--- src/rtl/booth_serial_multiplier.sv ---
// Radix-2 Booth sequential signed multiplier with a UART-style serial readout.
// One Booth step per cycle for WIDTH cycles, then the 2*WIDTH-bit product is
// framed as start bit, product LSB first, stop bit, each bit CLKS_PER_BIT cycles.
module booth_serial_multiplier #(
    parameter int WIDTH        = 4,
    parameter int CLKS_PER_BIT = 1
) (
    input  logic                 CLK,
    input  logic                 RST,
    input  logic                 start,
    input  logic [WIDTH-1:0]     multiplier,
    input  logic [WIDTH-1:0]     multiplicand,
    output logic                 busy,
    output logic                 done,
    output logic [2*WIDTH-1:0]   product,
    output logic                 tx
);

    localparam int CNT_W = (WIDTH > 1) ? $clog2(WIDTH) : 1;
    localparam int BIT_W = $clog2(2*WIDTH + 2);
    localparam int CYC_W = (CLKS_PER_BIT > 1) ? $clog2(CLKS_PER_BIT) : 1;
    localparam logic [CNT_W-1:0] LAST_STEP = CNT_W'(WIDTH - 1);
    localparam logic [BIT_W-1:0] LAST_BIT  = BIT_W'(2*WIDTH + 1);
    localparam logic [CYC_W-1:0] LAST_CYC  = CYC_W'(CLKS_PER_BIT - 1);

    typedef enum logic [1:0] {
        IDLE = 2'd0,
        CALC = 2'd1,
        SEND = 2'd2
    } state_t;

    state_t               state_r;
    state_t               state_nxt_s;
    logic [WIDTH:0]       acc_r;
    logic [WIDTH:0]       m_r;
    logic [WIDTH-1:0]     q_r;
    logic                 q_minus_r;
    logic [CNT_W-1:0]     step_r;
    logic [BIT_W-1:0]     bit_idx_r;
    logic [CYC_W-1:0]     cyc_r;
    logic [2*WIDTH-1:0]   product_r;
    logic                 tx_r;
    logic                 busy_r;
    logic                 done_r;

    logic [WIDTH:0]       sum_s;
    logic [WIDTH:0]       acc_shift_s;
    logic [WIDTH-1:0]     q_shift_s;
    logic                 last_step_s;
    logic                 last_slot_s;
    logic                 last_bit_s;
    logic                 tx_nxt_s;
    logic                 busy_nxt_s;
    logic                 done_nxt_s;

    // Frame bit at position idx: 0 is the start bit, LAST_BIT the stop bit,
    // everything in between is product bit idx-1.
    function automatic logic frame_bit(input logic [BIT_W-1:0] idx,
                                       input logic [2*WIDTH-1:0] p);
        logic [2*WIDTH-1:0] sh;
        logic               bit_v;
        sh = p >> (idx - BIT_W'(1));
        if (idx == BIT_W'(0)) begin
            bit_v = 1'b0;
        end else if (idx == LAST_BIT) begin
            bit_v = 1'b1;
        end else begin
            bit_v = sh[0];
        end
        return bit_v;
    endfunction

    assign last_step_s = (step_r == LAST_STEP);
    assign last_slot_s = (cyc_r == LAST_CYC);
    assign last_bit_s  = (bit_idx_r == LAST_BIT);

    // Booth add/subtract on {Q[0], q_minus}, then arithmetic right shift of {acc,Q}.
    always_comb begin
        sum_s = acc_r;
        case ({q_r[0], q_minus_r})
            2'b10:   sum_s = acc_r - m_r;
            2'b01:   sum_s = acc_r + m_r;
            default: sum_s = acc_r;
        endcase
        acc_shift_s = {sum_s[WIDTH], sum_s[WIDTH:1]};
        q_shift_s   = {sum_s[0], q_r[WIDTH-1:1]};
    end

    // State register; reset wins over any pending start.
    always_ff @(posedge CLK) begin
        if (RST) begin
            state_r <= IDLE;
        end else begin
            state_r <= state_nxt_s;
        end
    end

    // Next-state decode.
    always_comb begin
        state_nxt_s = state_r;
        case (state_r)
            IDLE: begin
                if (start) begin
                    state_nxt_s = CALC;
                end else begin
                    state_nxt_s = IDLE;
                end
            end
            CALC: begin
                if (last_step_s) begin
                    state_nxt_s = SEND;
                end else begin
                    state_nxt_s = CALC;
                end
            end
            SEND: begin
                if (last_slot_s && last_bit_s) begin
                    state_nxt_s = IDLE;
                end else begin
                    state_nxt_s = SEND;
                end
            end
            default: state_nxt_s = IDLE;
        endcase
    end

    // Next values of the registered outputs; the start bit goes out together with done.
    always_comb begin
        tx_nxt_s   = 1'b1;
        busy_nxt_s = (state_nxt_s != IDLE);
        done_nxt_s = 1'b0;
        case (state_r)
            CALC: begin
                if (last_step_s) begin
                    tx_nxt_s   = 1'b0;
                    done_nxt_s = 1'b1;
                end else begin
                    tx_nxt_s   = 1'b1;
                    done_nxt_s = 1'b0;
                end
            end
            SEND: begin
                if (!last_slot_s) begin
                    tx_nxt_s = tx_r;
                end else if (last_bit_s) begin
                    tx_nxt_s = 1'b1;
                end else begin
                    tx_nxt_s = frame_bit(bit_idx_r + BIT_W'(1), product_r);
                end
            end
            default: tx_nxt_s = 1'b1;
        endcase
    end

    // Output registers so tx, busy and done never see a combinational input path.
    always_ff @(posedge CLK) begin
        if (RST) begin
            tx_r   <= 1'b1;
            busy_r <= 1'b0;
            done_r <= 1'b0;
        end else begin
            tx_r   <= tx_nxt_s;
            busy_r <= busy_nxt_s;
            done_r <= done_nxt_s;
        end
    end

    // Operand capture, Booth iteration, product latch and serial bit timing.
    always_ff @(posedge CLK) begin
        if (RST) begin
            acc_r     <= {(WIDTH+1){1'b0}};
            m_r       <= {(WIDTH+1){1'b0}};
            q_r       <= {WIDTH{1'b0}};
            q_minus_r <= 1'b0;
            step_r    <= {CNT_W{1'b0}};
            bit_idx_r <= {BIT_W{1'b0}};
            cyc_r     <= {CYC_W{1'b0}};
            product_r <= {(2*WIDTH){1'b0}};
        end else begin
            case (state_r)
                IDLE: begin
                    if (start) begin
                        acc_r     <= {(WIDTH+1){1'b0}};
                        m_r       <= {multiplicand[WIDTH-1], multiplicand};
                        q_r       <= multiplier;
                        q_minus_r <= 1'b0;
                        step_r    <= {CNT_W{1'b0}};
                    end
                end
                CALC: begin
                    acc_r     <= acc_shift_s;
                    q_r       <= q_shift_s;
                    q_minus_r <= q_r[0];
                    step_r    <= step_r + CNT_W'(1);
                    if (last_step_s) begin
                        product_r <= {acc_shift_s[WIDTH-1:0], q_shift_s};
                        bit_idx_r <= {BIT_W{1'b0}};
                        cyc_r     <= {CYC_W{1'b0}};
                    end
                end
                SEND: begin
                    if (last_slot_s) begin
                        cyc_r <= {CYC_W{1'b0}};
                        if (last_bit_s) begin
                            bit_idx_r <= {BIT_W{1'b0}};
                        end else begin
                            bit_idx_r <= bit_idx_r + BIT_W'(1);
                        end
                    end else begin
                        cyc_r <= cyc_r + CYC_W'(1);
                    end
                end
                default: begin
                end
            endcase
        end
    end

    assign tx      = tx_r;
    assign busy    = busy_r;
    assign done    = done_r;
    assign product = product_r;

endmodule

--- config.mk ---
export PLATFORM = sky130hd
export DESIGN_NAME = booth_serial_multiplier
export DESIGN_NICKNAME = d
export VERILOG_FILES = /design/src/rtl/booth_serial_multiplier.sv
export SDC_FILE = /design/constraint.sdc
export NUM_CORES = 1
export LEC_CHECK = 0
export BUFFER_PORTS_ARGS = -buffer_cell sky130_fd_sc_hd__buf_2
export CORE_MARGIN = 5
export CORE_UTILIZATION = 40
export DETAILED_ROUTE_END_ITERATION = 10
export HOLD_SLACK_MARGIN = 0.05
export PLACE_DENSITY_LB_ADDON = 0.2
export SETUP_SLACK_MARGIN = 0.5
export SYNTH_ARGS = -nofsm -noshare
export SYNTH_HDL_FRONTEND = slang
export SYNTH_SLANG_ARGS = --single-unit
--- constraint.sdc ---
create_clock -name CLK -period 4.15 [get_ports CLK]
set_input_delay 0.2075 -clock CLK [delete_from_list [all_inputs] [get_ports CLK]]
set_output_delay 0.2075 -clock CLK [all_outputs]
set_load 0.02 [all_outputs]
* Word-level counts from Yosys, hierarchy flattened
Index checks and enable logic that the tools add are counted.
Operators by class: add/subtract/negate cells 6, eq/ne operators 10, reductions and logical operators 12, muxes and demuxes 27, shift-type cells 1, bitwise gates (word level) 2
Operators by type and width (number):
- 5-bit one-hot mux with 2 select lines | 2
- 4-bit two-way mux | 4
- 4-bit one-hot mux with 2 select lines | 2
- 1-bit two-way mux | 10
- 4-bit equality test (second input constant) | 2
- 2-bit AND reduction | 4
- 8-bit by 4-bit >> shifter with 1-bit output | 1
- 2-bit equality test (second input constant) | 3
- 2-bit two-way mux | 3
- 2-bit inequality test (second input constant) | 3
- 1-bit one-hot mux with 2 select lines | 3
- 2-bit one-hot mux with 3 select lines | 1
- 2-bit nonzero test | 3
- 5-bit adder | 1
- 5-bit two-way mux | 1
- 5-bit subtractor | 1
- 4-bit by 1-bit adder with 4-bit output (second input constant) | 1
- 2-bit by 1-bit equality test with 1-bit output (second input constant) | 2
- 4-bit zero test | 1
- 2-bit one-hot mux with 2 select lines | 1
- 4-bit by 1-bit subtractor with 4-bit output (second input constant) | 1
- 3-bit AND reduction | 1
- 2-bit by 1-bit adder with 2-bit output (second input constant) | 1
- 2-bit zero test | 1
- other kinds (4) | 5
Word-level totals: output and inout bits 11, bits in registers 34, word-level logic and storage cells 70

* Longest topological paths before layout
Gate-level depths: netlist of run 1.
depth after elaboration 8, gate-level depth with buffers 10, depth with buffers taken out 10

* Worst setup path after synthesis of run 1
Ideal clock, no wire load.
path kind register to register, start point register m_r[0], end point register product_r[7], in the netlist product[7], arrival 2.302 ns, cell stages (with the launch flop) 10, clock period less this slack 2.393 ns, path buffers 0, library setup time 0.091 ns, slack 1.757 ns, cells stage by stage dfxtp_1 -> inv_1 -> ha_1 -> mux2_2 -> fa_1 -> a21o_1 -> a21oi_2 -> xnor2_1 -> or3_1 -> a311oi_1
On the way: cells in the longest elaborated chain, start to end 2
Ends and longest elaborated chain:
- start: declaration | line 35 | logic [WIDTH:0] m_r;
- start signal: assignment | line 172 | m_r <= {(WIDTH+1){1'b0}};
- start signal: assignment | line 184 | m_r <= {multiplicand[WIDTH-1], multiplicand};
- 5-bit adder / 5-bit subtractor (equally long branches) | line 82, 81
- 5-bit one-hot mux with 2 select lines (*) | line 80 | case ({q_r[0], q_minus_r})
- end signal: assignment | line 178 | product_r <= {(2*WIDTH){1'b0}};
- end signal: assignment | line 196 | product_r <= {acc_shift_s[WIDTH-1:0], q_shift_s};
- end: declaration | line 41 | logic [2*WIDTH-1:0] product_r;
Mark *: on every way between the ends. The rest lies on a longest branch, timed or not. A chain may end at the register's enable or synchronous reset.

* Final worst setup path of run 1
Ends and elaborated chain as after synthesis.

==> run summary, run 1 <==
Routability-driven placement finished with a final weighted congestion of 0.802. TritonCTS built the clock tree. In this run, the number of DRC markers left after iteration 0 of detailed routing was 81. Leaving out fill and tap cells, the most frequent cells in the layout are 32 x nand2_1, 32 x dfxtp_1, 22 x a21oi_1, 21 x buf_2, 17 x nor2_1.

The worst-case reg-to-reg path depth is 9. The maximum fanout along the worst path came out at 4. The setup check on the worst reg-to-reg path leaves a slack of 1.60 ns. The y dimension of the die is 76.6 µm. The number of cells after detailed placement came out at 276.

The peak supply drop is 0.171 mV. The I/O pin count is 22. At the later pin of the worst-skew pair, clock insertion delay measures 0.28 ns. Synthesis produced 213 cells.

In this run the critical register-to-register path is captured at product[7]. The number of hold buffers added after CTS came out at 0. The overflow left after global routing is 0. The total global-route track usage is 13.3%. The run finished with clean final reports.

The maximum clock frequency came out at 393 MHz. Summed over all instances, the cell type with the most area after synthesis is dfxtp_1. The share of the yosys chip area belonging to registers came out at 36.2%.

Synthesis instantiated 42 different standard cells from the library. In the final layout, the share of cells above drive strength 1 is 14.7%. The setup path with the least slack is of type reg -> reg.

The pin count of the biggest net entering global routing is 32. The number of global-route vias before repair came out at 1372. The clock sink total is 32. The post-layout total power came out at 0.669 mW. The number of antenna diodes in the final layout is 0.

The core region area came out at 4320 µm². Leaving out filler cells and counting taps, the final layout contains 283. The worst path meets setup with 1.60 ns of slack. The die extent in x came out at 76.6 µm.

The clock transition at the registers of the reported paths came out at 0.07 ns. For this run, the leading register cell type out of synthesis is dfxtp_1. With fillers left out, the area of the finished cells amounts to 1990 µm². The total cell area at the placement stage came out at 1900 µm². The filler cell count came out at 459. The final-layout worst hold slack came out at 0.179 ns. After clock tree synthesis, the repair step resized 0 gates. The routed length per placed instance came out at 13.2 µm. The synthesized netlist net count came out at 239. The number of placement rows came out at 24.

The critical path capture point is product[7]. The wire length of the first global-routing pass came out at 6.39 mm. The number of synthesized register bits is 32. The die covers 5860 µm². The post-synthesis adder-cell area fraction is 11.0%. The synthesized netlist devotes 16.8% of its cell area to compound gates. For this run, the number of Yosys warnings is 0. The count of final hold-check violations came out at 0.

STA classifies the critical path startpoint as a flop. In the routed design, unresolved DRC markers number 0. In this run, CTS created clock tree buffers numbering 5. The startpoint of the lowest-slack register-to-register path is m_r[0]. From synthesis to final layout, the design area changed by 12.5%. The accumulated negative setup slack came out at 0 ns. The setup skew after layout came out at 0.00594 ns. The cell area after synthesis is 1770 µm². Multiplexer cells account for 7.27% of the synthesized area. The starting density of the core came out at 41.0%. The initial antenna violation count is 0.

The worst-case clock buffer depth came out at 2. The via total after detailed routing is 1490. The setup-violating endpoint count in the final report is 0.

The arrival time reported for the critical path endpoint came out at 2.74 ns. Sorting the synthesized cells by area gives the leading types as dfxtp_1 36%, ha_1 9.9%, nand2_1 6.8%. The half-perimeter wire length after placement came out at 2.77 mm. Summed over its instances, the top area cell type makes up 36.2% of the synthesized netlist area. The clock period could shrink to 2.55 ns. The worst setup path is captured at a flop. The H-tree depth reported by CTS is 2. Once the clock tree was built, the setup fixing pass inserted 0 buffers. The required time of the critical path came out at 4.34 ns. The final worst-path cycle share is 61.3%.

Once detail routing completed, the nets flagged for antenna violations numbered 0. By area, the combinational part of the netlist is dominated by simple AND/OR/NAND/NOR gates. The fraction of registers with async set or reset after synthesis came out at 0%. In this run the clock root is driven by a clkbuf_8.

Summed over all layers, the routed wires come to 3.74 mm. The tightest min-delay check is of the in -> reg type. The number of nets in the final layout is 257.

The iteration count of the initial detailed-routing pass came out at 4. The post-layout utilization of the core is 46.1%. Dividing total power by cell area gives a power density of 335 nW/µm². Of the total synthesized cell area, the portion taken by AND, OR, NAND and NOR gates is 21.4%. In the routed layout, each cell is associated on average with a via count of 5.27.

The total of max-cap violations came out at 0. For the pin with the worst max-slew slack, the measured transition is 0.634 ns. The quantity of I/O buffers inserted on ports is 21. The number of enable flip-flop cells after synthesis came out at 0. Of the total synthesized cell area, the portion taken by XOR and XNOR cells is 2.47%. The worst slack at placement is 1.59 ns.

The source of the critical timing path is m_r[0]. Setup repair after global routing left no endpoint under its margin. The count of pins over their slew limit is 0. The cell leakage power is 0.810 nW. In this run the tightest slew margin relative to its limit is 57.8%. The average size of a mapped cell is 8.32 µm².
-- where the power goes --
group,internal (mW),leakage [nW],switching (mW)
sequential,0.318,0.260,0.00798
combinational,0.0334,0.500,0.0524
clock,0.148,0.0503,0.110
-- worst min-delay path by stage --
stage / start / end / slack (ns) / cells after the start
6_report: multiplicand[3] / m_r[3] / 0.18 / 3
5_1_grt: multiplicand[2] / m_r[2] / 0.19 / 3
4_1_cts: multiplicand[3] / m_r[3] / 0.17 / 3
3_5_place_dp: q_minus_r / q_minus_r / 0.45 / 2
3_3_place_gp: step_r[1] / step_r[1] / 0.45 / 2
2_1_floorplan: RST / state_r[1] / 0.29 / 1
-- worst max-delay path: stages, from the launching register on --
cell and delay [ns]:
dfxtp_1 0.38, inv_1 0.06, ha_1 0.28, mux2_2 0.29, fa_1 0.44, a21o_1 0.18, a21oi_2 0.14, xnor2_1 0.11
or3_1 0.32, a311oi_1 0.26
-- layer usage --
metal / global-route usage, % / up-vias / part of all wire [%]
met2: 20.2 / 29 / 46
met5: 0 / - / 0
met1: 17.9 / 674 / 49
met4: 4.20 / 0 / 1.2
met3: 3.90 / 6 / 4.4
li1: - / 781 / -
-- Yosys cell counts (3+ instances only) --
library cell	instances
clkbuf_1	5
inv_1	10
ha_1	14
xnor2_1	3
nor2_1	17
nor3_1	4
nand2_1	32
mux2i_1	5
a31oi_1	3
nand3_1	10
a21oi_1	22
and2_1	3
o21ai_1	3
nor3b_1	3
o21ai_0	7
a211oi_1	6
dfxtp_1	32
-- cell type report --
class | instances | area, µm² | share of cell area, %
clock buffer | 7 | 96.3 | 4.83
multi-input combinational | 160 | 1040 | 52.4
tap | 52 | 65.1 | 3.26
inverter | 11 | 41.3 | 2.07
timing repair buffer | 21 | 105 | 5.27
sequential | 32 | 641 | 32.1
-- cell families after synthesis --
| group | Yosys count |
|---|---|
| simple gates | 80 |
| flops | 32 |
| mux | 10 |
| fa+ha+maj | 15 |
| compound gates | 50 |
| buf+inv | 21 |
| xor+xnor | 5 |
-- flip-flops by register name (all words and copies together) (netlist names) --
signal	count
q_r	4
step_r	2
acc_r	4
done	1
product	8
busy	1
bit_idx_r	4
m_r	4
q_minus_r	1
state_r	2
tx	1
Note: power is estimated with default switching activity, not from simulation.
==> inputs of run 2 (changes only) <==
==> constraint.sdc (replaced) <==
create_clock -name CLK -period 2.1 [get_ports CLK]
set_input_delay 0.105 -clock CLK [delete_from_list [all_inputs] [get_ports CLK]]
set_output_delay 0.105 -clock CLK [all_outputs]
set_load 0.02 [all_outputs]
==> run summary, run 2 (same netlist as run 1, synthesis figures left out) <==
The antenna diode count was 0 (unchanged). The count of final hold-check violations came out at 0 (unchanged). The worst-case reg-to-reg path depth came out at 9 (unchanged). The worst hold path begins at multiplicand[2]. The power per unit of standard cell area was 665 nW/µm² (+98%). The maximum clock frequency is 437 MHz (+11%). Leaving out fill and tap cells, the most frequent cells in the layout are 31 x nand2_1, 25 x dfxtp_1, 22 x a21oi_1, 21 x buf_2, 13 x nor2_1. The most common cell after layout, fill and taps aside is nand2_1. The hold path endpoint is m_r[2]. The smallest setup slack after layout came out at -0.187 ns (-1.79 ns). The capturing element type of the critical path is a flop. The overall die area came out at 5860 µm² (unchanged). The number of routed nets with antenna violations is 0 (unchanged). The maximum fanout along the worst path is 4 (unchanged).

The H-tree depth reported by CTS came to 2 (unchanged). The vias per cell came out at 5.24 (-0.44%). The number of flip-flops in the largest register is 8 (unchanged). The y dimension of the die came out at 76.6 µm (unchanged). The accumulated negative setup slack came to -0.379 ns (-0.379 ns). The via total after detailed routing came out at 1562 (+4.8%).

The starting density of the core came out at 41.0% (unchanged). In this run the worst hold path is classified as in -> reg. The half-perimeter wire length after placement came out at 2.90 mm (+4.8%). The area growth from synthesis to final layout is 30.0%.

The clock network latency to the later pin of the worst-skew pair came out at 0.29 ns (about the same). The actual transition at the worst max-transition pin was 0.596 ns (-0.0372 ns). The number of placement rows came out at 24 (unchanged). The global placement routability congestion came out at 0.796 (-0.71%).

The number of stages on the worst hold path is 3 (unchanged). The required time of the critical path is 2.30 ns (-2.04 ns). The setup skew after layout came out at 0.00501 ns (-0.000927 ns). The slowest stage of the critical path is the fa_2 cell.

The total of max-cap violations is 0 (unchanged). The final critical-path required period was 2.29 ns (-0.259 ns). Setup repair after global routing could not meet its margin everywhere.

The total global-route track usage was 15.0% (+1.8 points). The critical path is of the reg -> reg type. The worst slack at placement is -0.242 ns (-1.83 ns). The number of global-route vias before repair is 1528 (+11%). Walking the worst path, the cells encountered are inv_2 -> ha_4 -> mux2_4 -> fa_2 -> a21o_1 -> a21oi_2 -> xnor2_2 -> or3_1 -> a311oi_2. The count of pins over their slew limit came out at 0 (unchanged). The clock transition at the registers of the reported paths was 0.07 ns (about the same). The routed wire length is 4.06 mm (+8.6%). The clock sink total came out at 32 (unchanged). The initial antenna violation count was 0 (unchanged). The checks that failed: setup timing. The residual DRC count came to 0 (unchanged). The pin count of the biggest net entering global routing came out at 32 (unchanged).

The cell leakage power was 0.925 nW (+14%). The iteration count of the initial detailed-routing pass is 5 (+1). The worst flop-to-flop path endpoint is product[7]. The routed length per placed instance came out at 13.6 µm (+3.2%). The overflow left after global routing came out at 0 (unchanged). The count of routing violations after the opening detailed-route iteration is 92 (+14%). The I/O pin count came out at 22 (unchanged). The wire length of the first global-routing pass came out at 7.22 mm (+13%). The reg2reg setup slack is -0.19 ns (-1.79 ns). The filler cell count is 414 (-9.8%). The flow ran to the end, but the final reports show violations. The delay contributed by the slowest stage of the critical path is 0.35 ns (-0.09 ns).

The setup-violating endpoint count in the final report came out at 3 (+3). The relative slew slack came out at 60.2% (+2.5 points). The quantity of I/O buffers inserted on ports is 21 (unchanged).

The worst setup path is launched from a flop. The CTS tree is done. The number of nets in the final layout was 271 (+5.4%). The root buffer selected by CTS is clkbuf_8.

The worst-case clock buffer depth was 2 (unchanged). The startpoint of the lowest-slack register-to-register path is m_r[0]. The number of buffers added by the clock tree synthesis step was 5 (unchanged). The core region area was 4320 µm² (unchanged). The final worst-path cycle share is 109% (+48 points). The die extent in x came out at 76.6 µm (unchanged). The arrival time reported for the critical path endpoint is 2.48 ns (-0.26 ns). The layout cell share with drive strength beyond 1 came out at 34.6% (+20 points).

The peak supply drop was 0.390 mV (+130%).
[run 2: cell types whose count changed in the layout (fill, tap and decap cells not counted), sizes merged]
cell,change
buf,+14
bufinv,+1
[run 2: worst max-delay path by stage]
stage                     startpoint    endpoint  slack (ns)  depth (start not counted)
final                         m_r[0]  product[7]       -0.19                          9
after CTS                     m_r[0]  product[7]       -0.19                          9
after global placement        m_r[0]  product[7]       -0.18                          9
after detailed placement      m_r[0]  product[7]       -0.24                          9
after global routing          m_r[0]  product[7]       -0.27                          9
after floorplan               m_r[0]  product[7]       -0.16                          9
[run 2: area by class of cell]
cell class	count	area (µm²)	share of cell area (%)
multi-input cells	160	1190	51.8
flip-flops and latches	32	654	28.4
repair buffers	35	221	9.61
clock buffers	7	96.3	4.18
well taps	52	65.1	2.82
inverters	11	43.8	1.90
clock inverters	1	30.0	1.30
[run 2: per-layer routing]
layer  routed length [µm]  track usage [%]  share of wire [%]
met4                   57             5.24                1.4
met5                    0                0                  0
met1                 2060             20.1                 51
met3                  156             3.90                3.8
met2                 1790             23.3                 44
[run 2: critical path: cells and delay by family (launching register included)]
kind,cells,cell delay (ns)
mux,1,0.28
flops,1,0.34
simple gates,1,0.33
buf+inv,1,0.04
xor+xnor,1,0.09
compound gates,3,0.54
fa+ha+maj,2,0.57
[run 2: stage by stage]
stage	instances	hold slack [ns]	utilization (%)	instance area [µm²]	total power, mW
global route	298	0.0936	53.3	2300	1.60
global placement	287	0.369	46.5	2010	0.853
CTS	297	0.0728	52.1	2250	1.53
floorplan	213	0.191	-	1800	0.787
detailed placement	287	0.374	46.5	2010	0.854
finish	298	0.0721	53.3	2300	1.53
[run 2: timing repair]
action,in CTS,in global routing
endpoints found under the setup margin,12,19
buffers inserted,2,1
endpoints found under the hold margin,0,0
pin swaps,20,5
resized for setup,26,12
hold buffers,0,0
[run 2: where the power goes]
group          leakage [nW]  internal [mW]  switching, mW
registers             0.264          0.626         0.0172
logic                 0.597          0.112          0.128
clock network        0.0645          0.418          0.228
